$ cat src/rtl/ps2_receiver.sv
// PS/2 serial receiver: synchronizes and deglitches ps2_clk, then frames start/8 data/odd parity/stop bits.
// Decoded byte and its two hex digits update one cycle after the stop-bit falling edge.
module ps2_receiver #(
    parameter int FILTER_LEN     = 4,
    parameter int TIMEOUT_CYCLES = 50000
) (
    input  logic       clk,
    input  logic       rst_n,
    input  logic       ps2_clk,
    input  logic       ps2_data,
    output logic [7:0] scan_code,
    output logic [3:0] hex_hi,
    output logic [3:0] hex_lo,
    output logic       code_valid,
    output logic       frame_err,
    output logic       busy
);
    localparam int FW = $clog2(FILTER_LEN + 1);
    localparam int TW = $clog2(TIMEOUT_CYCLES + 1);

    typedef enum logic [1:0] {IDLE, DATA, PARITY, STOP} state_t;

    logic          clk_s1_q, clk_s2_q, dat_s1_q, dat_s2_q;
    logic          filt_clk_q, filt_clk_d, filt_prev_q;
    logic [FW-1:0] filt_cnt_q, filt_cnt_d;
    logic [TW-1:0] tmo_q, tmo_d;
    state_t        state_q, state_d;
    logic [2:0]    bit_cnt_q, bit_cnt_d;
    logic [7:0]    shift_q, shift_d;
    logic          parity_q, parity_d;
    logic [7:0]    scan_code_q, scan_code_d;
    logic          code_valid_q, code_valid_d;
    logic          frame_err_q, frame_err_d;
    logic          fall_evt, timeout;

    // Synchronizers and filtered clock idle high so reset release never looks like a falling edge.
    always_ff @(posedge clk) begin
        if (!rst_n) begin
            clk_s1_q     <= 1'b1;
            clk_s2_q     <= 1'b1;
            dat_s1_q     <= 1'b1;
            dat_s2_q     <= 1'b1;
            filt_clk_q   <= 1'b1;
            filt_prev_q  <= 1'b1;
            filt_cnt_q   <= '0;
            tmo_q        <= '0;
            state_q      <= IDLE;
            bit_cnt_q    <= '0;
            shift_q      <= '0;
            parity_q     <= 1'b0;
            scan_code_q  <= '0;
            code_valid_q <= 1'b0;
            frame_err_q  <= 1'b0;
        end else begin
            clk_s1_q     <= ps2_clk;
            clk_s2_q     <= clk_s1_q;
            dat_s1_q     <= ps2_data;
            dat_s2_q     <= dat_s1_q;
            filt_clk_q   <= filt_clk_d;
            filt_prev_q  <= filt_clk_q;
            filt_cnt_q   <= filt_cnt_d;
            tmo_q        <= tmo_d;
            state_q      <= state_d;
            bit_cnt_q    <= bit_cnt_d;
            shift_q      <= shift_d;
            parity_q     <= parity_d;
            scan_code_q  <= scan_code_d;
            code_valid_q <= code_valid_d;
            frame_err_q  <= frame_err_d;
        end
    end

    always_comb begin
        filt_clk_d = filt_clk_q;
        filt_cnt_d = '0;
        if (clk_s2_q != filt_clk_q) begin
            if (filt_cnt_q == FW'(FILTER_LEN - 1)) filt_clk_d = clk_s2_q;
            else filt_cnt_d = filt_cnt_q + 1'b1;
        end
    end

    assign fall_evt = filt_prev_q & ~filt_clk_q;
    assign timeout  = (state_q != IDLE) && !fall_evt && (tmo_q == TW'(TIMEOUT_CYCLES));

    always_comb begin
        tmo_d = tmo_q;
        if (state_q == IDLE || fall_evt) tmo_d = '0;
        else if (tmo_q != TW'(TIMEOUT_CYCLES)) tmo_d = tmo_q + 1'b1;
    end

    always_comb begin
        state_d      = state_q;
        bit_cnt_d    = bit_cnt_q;
        shift_d      = shift_q;
        parity_d     = parity_q;
        scan_code_d  = scan_code_q;
        code_valid_d = 1'b0;
        frame_err_d  = 1'b0;
        if (timeout) begin
            state_d     = IDLE;
            shift_d     = '0;
            frame_err_d = 1'b1;
        end else if (fall_evt) begin
            case (state_q)
                IDLE: begin
                    if (!dat_s2_q) begin
                        state_d   = DATA;
                        bit_cnt_d = '0;
                    end
                end
                DATA: begin
                    shift_d   = {dat_s2_q, shift_q[7:1]};
                    bit_cnt_d = bit_cnt_q + 1'b1;
                    if (bit_cnt_q == 3'd7) state_d = PARITY;
                end
                PARITY: begin
                    parity_d = dat_s2_q;
                    state_d  = STOP;
                end
                STOP: begin
                    state_d = IDLE;
                    // Odd parity: the nine bits together must hold an odd number of ones.
                    if (dat_s2_q && (^{shift_q, parity_q})) begin
                        scan_code_d  = shift_q;
                        code_valid_d = 1'b1;
                    end else begin
                        frame_err_d = 1'b1;
                    end
                end
                default: state_d = IDLE;
            endcase
        end
    end

    always_comb begin
        busy       = (state_q != IDLE);
        scan_code  = scan_code_q;
        hex_hi     = scan_code_q[7:4];
        hex_lo     = scan_code_q[3:0];
        code_valid = code_valid_q;
        frame_err  = frame_err_q;
    end
endmodule

$ cat config.mk
export PLATFORM = sky130hd
export DESIGN_NAME = ps2_receiver
export DESIGN_NICKNAME = d
export VERILOG_FILES = /design/src/rtl/ps2_receiver.sv
export SDC_FILE = /design/constraint.sdc
export NUM_CORES = 1
export LEC_CHECK = 0
export ABC_CLOCK_PERIOD_IN_PS = 5300
export BUFFER_PORTS_ARGS = -buffer_cell sky130_fd_sc_hd__buf_2
export CAP_MARGIN = 40
export CORE_ASPECT_RATIO = 0.6
export CORE_MARGIN = 4
export CORE_UTILIZATION = 44
export CTS_CLUSTER_DIAMETER = 30
export CTS_CLUSTER_SIZE = 8
export DETAILED_ROUTE_END_ITERATION = 7
export SLEW_MARGIN = 0
export SYNTH_ARGS = -nofsm -noshare
export SYNTH_HDL_FRONTEND = slang
export SYNTH_SLANG_ARGS = --single-unit
$ cat constraint.sdc
create_clock -name clk -period 5.3 [get_ports clk]
set_clock_uncertainty 0.1 [all_clocks]
set_input_delay 0.265 -clock clk [delete_from_list [all_inputs] [get_ports clk]]
set_output_delay 0.265 -clock clk [all_outputs]
set_load 0.01 [all_outputs]
# Word-level counts from Yosys, hierarchy flattened
# Index checks and enable logic that the tools add are counted.
dict set report op_classes {
  bitwise 7
  mux 10
  n_reduce_logical 19
  eq_ne 10
  add_sub_neg 3
}
# operator count
set ops {}
lappend ops {{$add A16 B1 Y16 const B} 1}
lappend ops {{$eq A16 B16 Y1 const B} 1}
lappend ops {{$ne A16 B16 Y1 const B} 1}
lappend ops {{$reduce_xor A9 Y1} 1}
lappend ops {{$pmux W2 S4} 1}
lappend ops {{$reduce_and A4 Y1} 2}
lappend ops {{$add A3 B1 Y3 const B} 2}
lappend ops {{$not A1 Y1} 6}
lappend ops {{$pmux W3 S2} 1}
lappend ops {{$reduce_and A3 Y1} 2}
lappend ops {{$mux W1} 5}
lappend ops {{$eq A2 B2 Y1 const B} 2}
lappend ops {{$mux W2} 2}
lappend ops {{$ne A2 B2 Y1 const B} 2}
lappend ops {{$reduce_and A2 Y1} 2}
lappend ops {{$reduce_bool A2 Y1} 2}
lappend ops {{$reduce_or A2 Y1} 2}
lappend ops {{$reduce_or A4 Y1} 1}
lappend ops {{$eq A3 B2 Y1 const B} 1}
lappend ops {{$eq A3 B3 Y1 const B} 1}
lappend ops {{$logic_and A1 B1 Y1} 3}
lappend ops {{$mux W3} 1}
lappend ops {{$reduce_or A3 Y1} 1}
lappend ops {{$eq A2 B1 Y1 const B} 1}
lappend ops {{5 further kinds} 5}
dict set report totals {
  reg_bits 49
}

# Depth between registers and ports, before layout
dict set report logic_depth {
  ltp_word 7
  depth_mapped 7
  ltp_nobuf 6
}

# Worst setup path after synthesis
# No wires, ideal clock.
dict set report synth_path {
  path_type {reg-to-reg}
  startpoint {reg tmo_q[0]}
  endpoint {reg shift_q[0]}
  period_less_slack_ns 1.764
  required_ns 5.061
  arrival_ns 1.526
  path_slack_ns 3.536
  stages_incl_launch_ff 7
  path_cell_list {dfxtp_1 inv_1 ha_1 nor4bb_1 nand4_1 o31ai_2 nor2_1}
}
dict set report synth_via {
  elab_chain_cells 3
}
# item line_no
set synth_lines {}
lappend synth_lines {{start, declared} 26} ;# logic [TW-1:0] tmo_q, tmo_d;
lappend synth_lines {{start signal, assigned} 62} ;# tmo_q <= tmo_d;
lappend synth_lines {{$eq A16 B16 Y1} 83} ;# assign timeout = (state_q != IDLE) && !fall_evt && (tmo_q == TW'(TIMEOUT_CYCLES));
lappend synth_lines {{$logic_and A1 B1 Y1} 83}
lappend synth_lines {{$reduce_or A2 Y1 (no source line)} --}
lappend synth_lines {{end signal, assigned} 65} ;# shift_q <= shift_d;
lappend synth_lines {{end, declared} 29} ;# logic [7:0] shift_q, shift_d;
# Every way passes these cells.
# A chain may end at the register's enable or synchronous reset.

# Final worst setup path
dict set report layout_path {
  startpoint {reg tmo_q[0]}
  endpoint {reg shift_q[4]}
}
# Same word-level chain as after synthesis.

==> impl_metrics.toml <==
[power]
internal_power_w = 0.000465
clock_power_share_pct = 36.8
ir_drop_mv = 0.147
pwr-share-comb_pct = 1.3
switch_pwr_w = 0.000134
power.leakage_nw = 0.969
post-layout-total-power_w = 0.000599
switching_power_as_a_share_of_total_power_pct = 22.4
pwr-share-seq_pct = 61.8
pwr_density_cell_nw_per_um2 = 244

[logic_synthesis]
synth.net_count = 254
asyncSetResetFlopFracSynth_pct = 0
synth-seq-cells = 49
synthesis.area_um2 = 2280
synthDistinctLibCells = 38
synth-edff-count = 0
postSynthCellCount = 240
ys.warnings.count = 0
postSynthAreaPerCell_um2 = 9.50
top_cells_by_area_synth = "sky130_fd_sc_hd__dfxtp_1, sky130_fd_sc_hd__mux2i_1, sky130_fd_sc_hd__ha_1, sky130_fd_sc_hd__xnor2_1, sky130_fd_sc_hd__nand2_1"
synth_top_cell_by_area = "sky130_fd_sc_hd__dfxtp_1"
synth_largest_type_area_fraction_pct = 43.0
synth.yosys.seq_area_share_pct = 43.0
synth-main-ff-cell = "sky130_fd_sc_hd__dfxtp_1"

[global_routing]
global_route.usage.total_pct = 13.3
vias_in_the_first_global_route = 1441
grt_max_degree = 32
initial_antenna_violation_count = 0
globalRoute.totalOverflow = 0
grt_pass1_wl_um = 6840

[floorplanning]
fp.coreArea_um2 = 4780
die_area_um2 = 6440
chipHeight_um = 63.8
num_io_pins = 23
die_width_um = 101
floorplan.initialDensity_pct = 47.7
rows = 19

[timing]
fin_setup_tns_ps = 0
fin_crit_ps = 2060
relSlewSlack_pct = 51.1
max_slew.worst_pin.slew_ps = 729
fin_hold_ws_ps = 34.0
setup_viol_count_final = 0
final.period_utilization_pct = 38.9
rsz0062_at_grt = "no"
timing.final.max_slew_violations = 0
timing.final.ws_setup_ps = 3240
finalHoldViolations = 0
peak_clock_frequency_supported_by_timing_mhz = 485

[detailed_routing]
routed_via_density = 4.92
routed_wl_um = 3880
drt_pass1_iterations = 4
final_antenna_net_count = 0
post-route-drc-count = 0
first_iter_violations = 51
vias = 1560
routedWlPerCell_um = 12.2

[final_layout]
multi_input_comb_area_um2 = 1160
most-common-layout-cells = "sky130_fd_sc_hd__dfxtp_1, sky130_fd_sc_hd__nand2_1, sky130_fd_sc_hd__nor2_1"
n_antenna_cell = 0
most_common_cell_after_layout_fill_and_taps_aside = "sky130_fd_sc_hd__dfxtp_1"
ff_latch_area_um2 = 981
number_of_fillers_in_the_final_layout = 446
area_growth_pct = 7.79
design.final.nets = 267
utilization_pct = 51.5
drive_gt1_share_pct = 13.4

[job]
max-cap-violations = 0

[clock_tree]
cts.path.max_buffers = 2
cts.reportedPaths.clkPinSlew_ps = 90
hold_fix_buffer_count_after_cts = 0
cts_inserted_buffers = 5
clock_insertion_delay_worst_skew_ps = 300
numClockSinks = 49
post_cts_resized = 0
tritoncts = "built"
postCtsSetupBuffers = 0
clock_tree.root_cell = "sky130_fd_sc_hd__clkbuf_8"
ctsHtreeMaxLevel = 2

[worst_setup_path]
max_stage_delay_ps = 680
setup.worst_path.end_class = "flop"
path_cells = "inv_1 -> ha_1 -> nor4bb_1 -> nand4_1 -> o31ai_2 -> nor2_1"
cp_max_fo = 10
criticalPathCategory = "reg -> reg"
worst_ep_arrival_time_ps = 2130
cp_num_buf_inv = 1
crit_path_start_kind = "flop"
cp_top_family = "compound AO/OA/AOI/OAI gates"
critical-path-slowest-cell = "sky130_fd_sc_hd__o31ai_2"
cp_data_required_time_ps = 5360

[hold_path]
min_path_type = "in -> reg"

[placed_design]
placement.setup.worst_slack_ps = 3200
place.port_buffers = 22
dp_hpwl_um = 2820
gp_congestion = 0.779

[status]
outcome = "finished, final reports clean"
==> cells by family after synthesis <==
family          count (synthesis)  synth area share (%)
compound gates                 14                  4.00
xor+xnor                       19                  9.22
fa+ha+maj                      10                  5.49
buf+inv                        27                  6.31
flops                          49                  43.0
mux                            22                  10.2
simple gates                   99                  21.8
==> synthesized netlist by cell type, types with 2 or more instances <==
cell type                   n
sky130_fd_sc_hd__and4_1     2
sky130_fd_sc_hd__nor2_1    28
sky130_fd_sc_hd__clkbuf_1   4
sky130_fd_sc_hd__a22oi_1    2
sky130_fd_sc_hd__nor4b_1    2
sky130_fd_sc_hd__nor2b_1    6
sky130_fd_sc_hd__nand3_1    7
sky130_fd_sc_hd__nor4_1     3
sky130_fd_sc_hd__nand4_1    4
sky130_fd_sc_hd__or3_1      3
sky130_fd_sc_hd__nand3b_1   3
sky130_fd_sc_hd__dfxtp_1   49
sky130_fd_sc_hd__nand2b_1   6
sky130_fd_sc_hd__ha_1      10
sky130_fd_sc_hd__nor3_1     2
sky130_fd_sc_hd__inv_1     11
sky130_fd_sc_hd__buf_4     11
sky130_fd_sc_hd__xnor2_1   13
sky130_fd_sc_hd__xor2_1     3
sky130_fd_sc_hd__a21oi_1    5
sky130_fd_sc_hd__nand2_1   28
sky130_fd_sc_hd__mux2i_1   21
sky130_fd_sc_hd__o21ai_0    2
==> cell type report <==
cell class,instances,share of cell area [%]
multi-input combinational,164,47.0
timing repair buffer,22,4.48
clock inverter,3,0.916
inverter,11,1.68
clock buffer,5,2.80
sequential,49,39.9
tap,63,3.21
==> through the flow <==
stage	cell area (um^2)	instances
after CTS	2460	317
after global routing	2460	317
after detailed placement	2370	309
after floorplan	2280	240
after global placement	2370	309
final	2460	317
==> flip-flops by register name (all words and copies together), names as in the netlist, 2 cells and up <==
signal and flops:
state_q 2, tmo_q 16, bit_cnt_q 3, filt_cnt_q 3, scan_code 8, shift_q 8
==> final timing paths <==
path	from	endpoint	slack (ps)	cells after the start
worst min register to register	dat_s1_q	dat_s2_q	320	1
worst max register to register	tmo_q[0]	shift_q[4]	3240	6
worst max-delay path	tmo_q[0]	shift_q[4]	3240	6
worst min-delay path	ps2_data	dat_s1_q	30	2
==> power groups by stage <==
| stage | logic [W] | registers (W) | clock network, W |
|---|---|---|---|
| 2_1_floorplan | 0.00000731 | 0.000378 | 0 |
| 3_3_place_gp | 0.00000823 | 0.000379 | 0 |
| 3_5_place_dp | 0.00000833 | 0.000379 | 0 |
| 4_1_cts | 0.00000834 | 0.000371 | 0.000229 |
| 5_1_grt | 0.00000935 | 0.000371 | 0.000246 |
| 6_report | 0.00000808 | 0.000371 | 0.000221 |
==> per-layer routing <==
layer | GRT usage [%] | vias up | wire (um)
met5 | 0 | - | 0
met4 | 3.98 | 0 | 34
met3 | 3.91 | 5 | 232
met2 | 17.4 | 32 | 1370
met1 | 20.8 | 705 | 2240
li1 | - | 818 | -
Note: power is estimated with default switching activity, not from simulation.
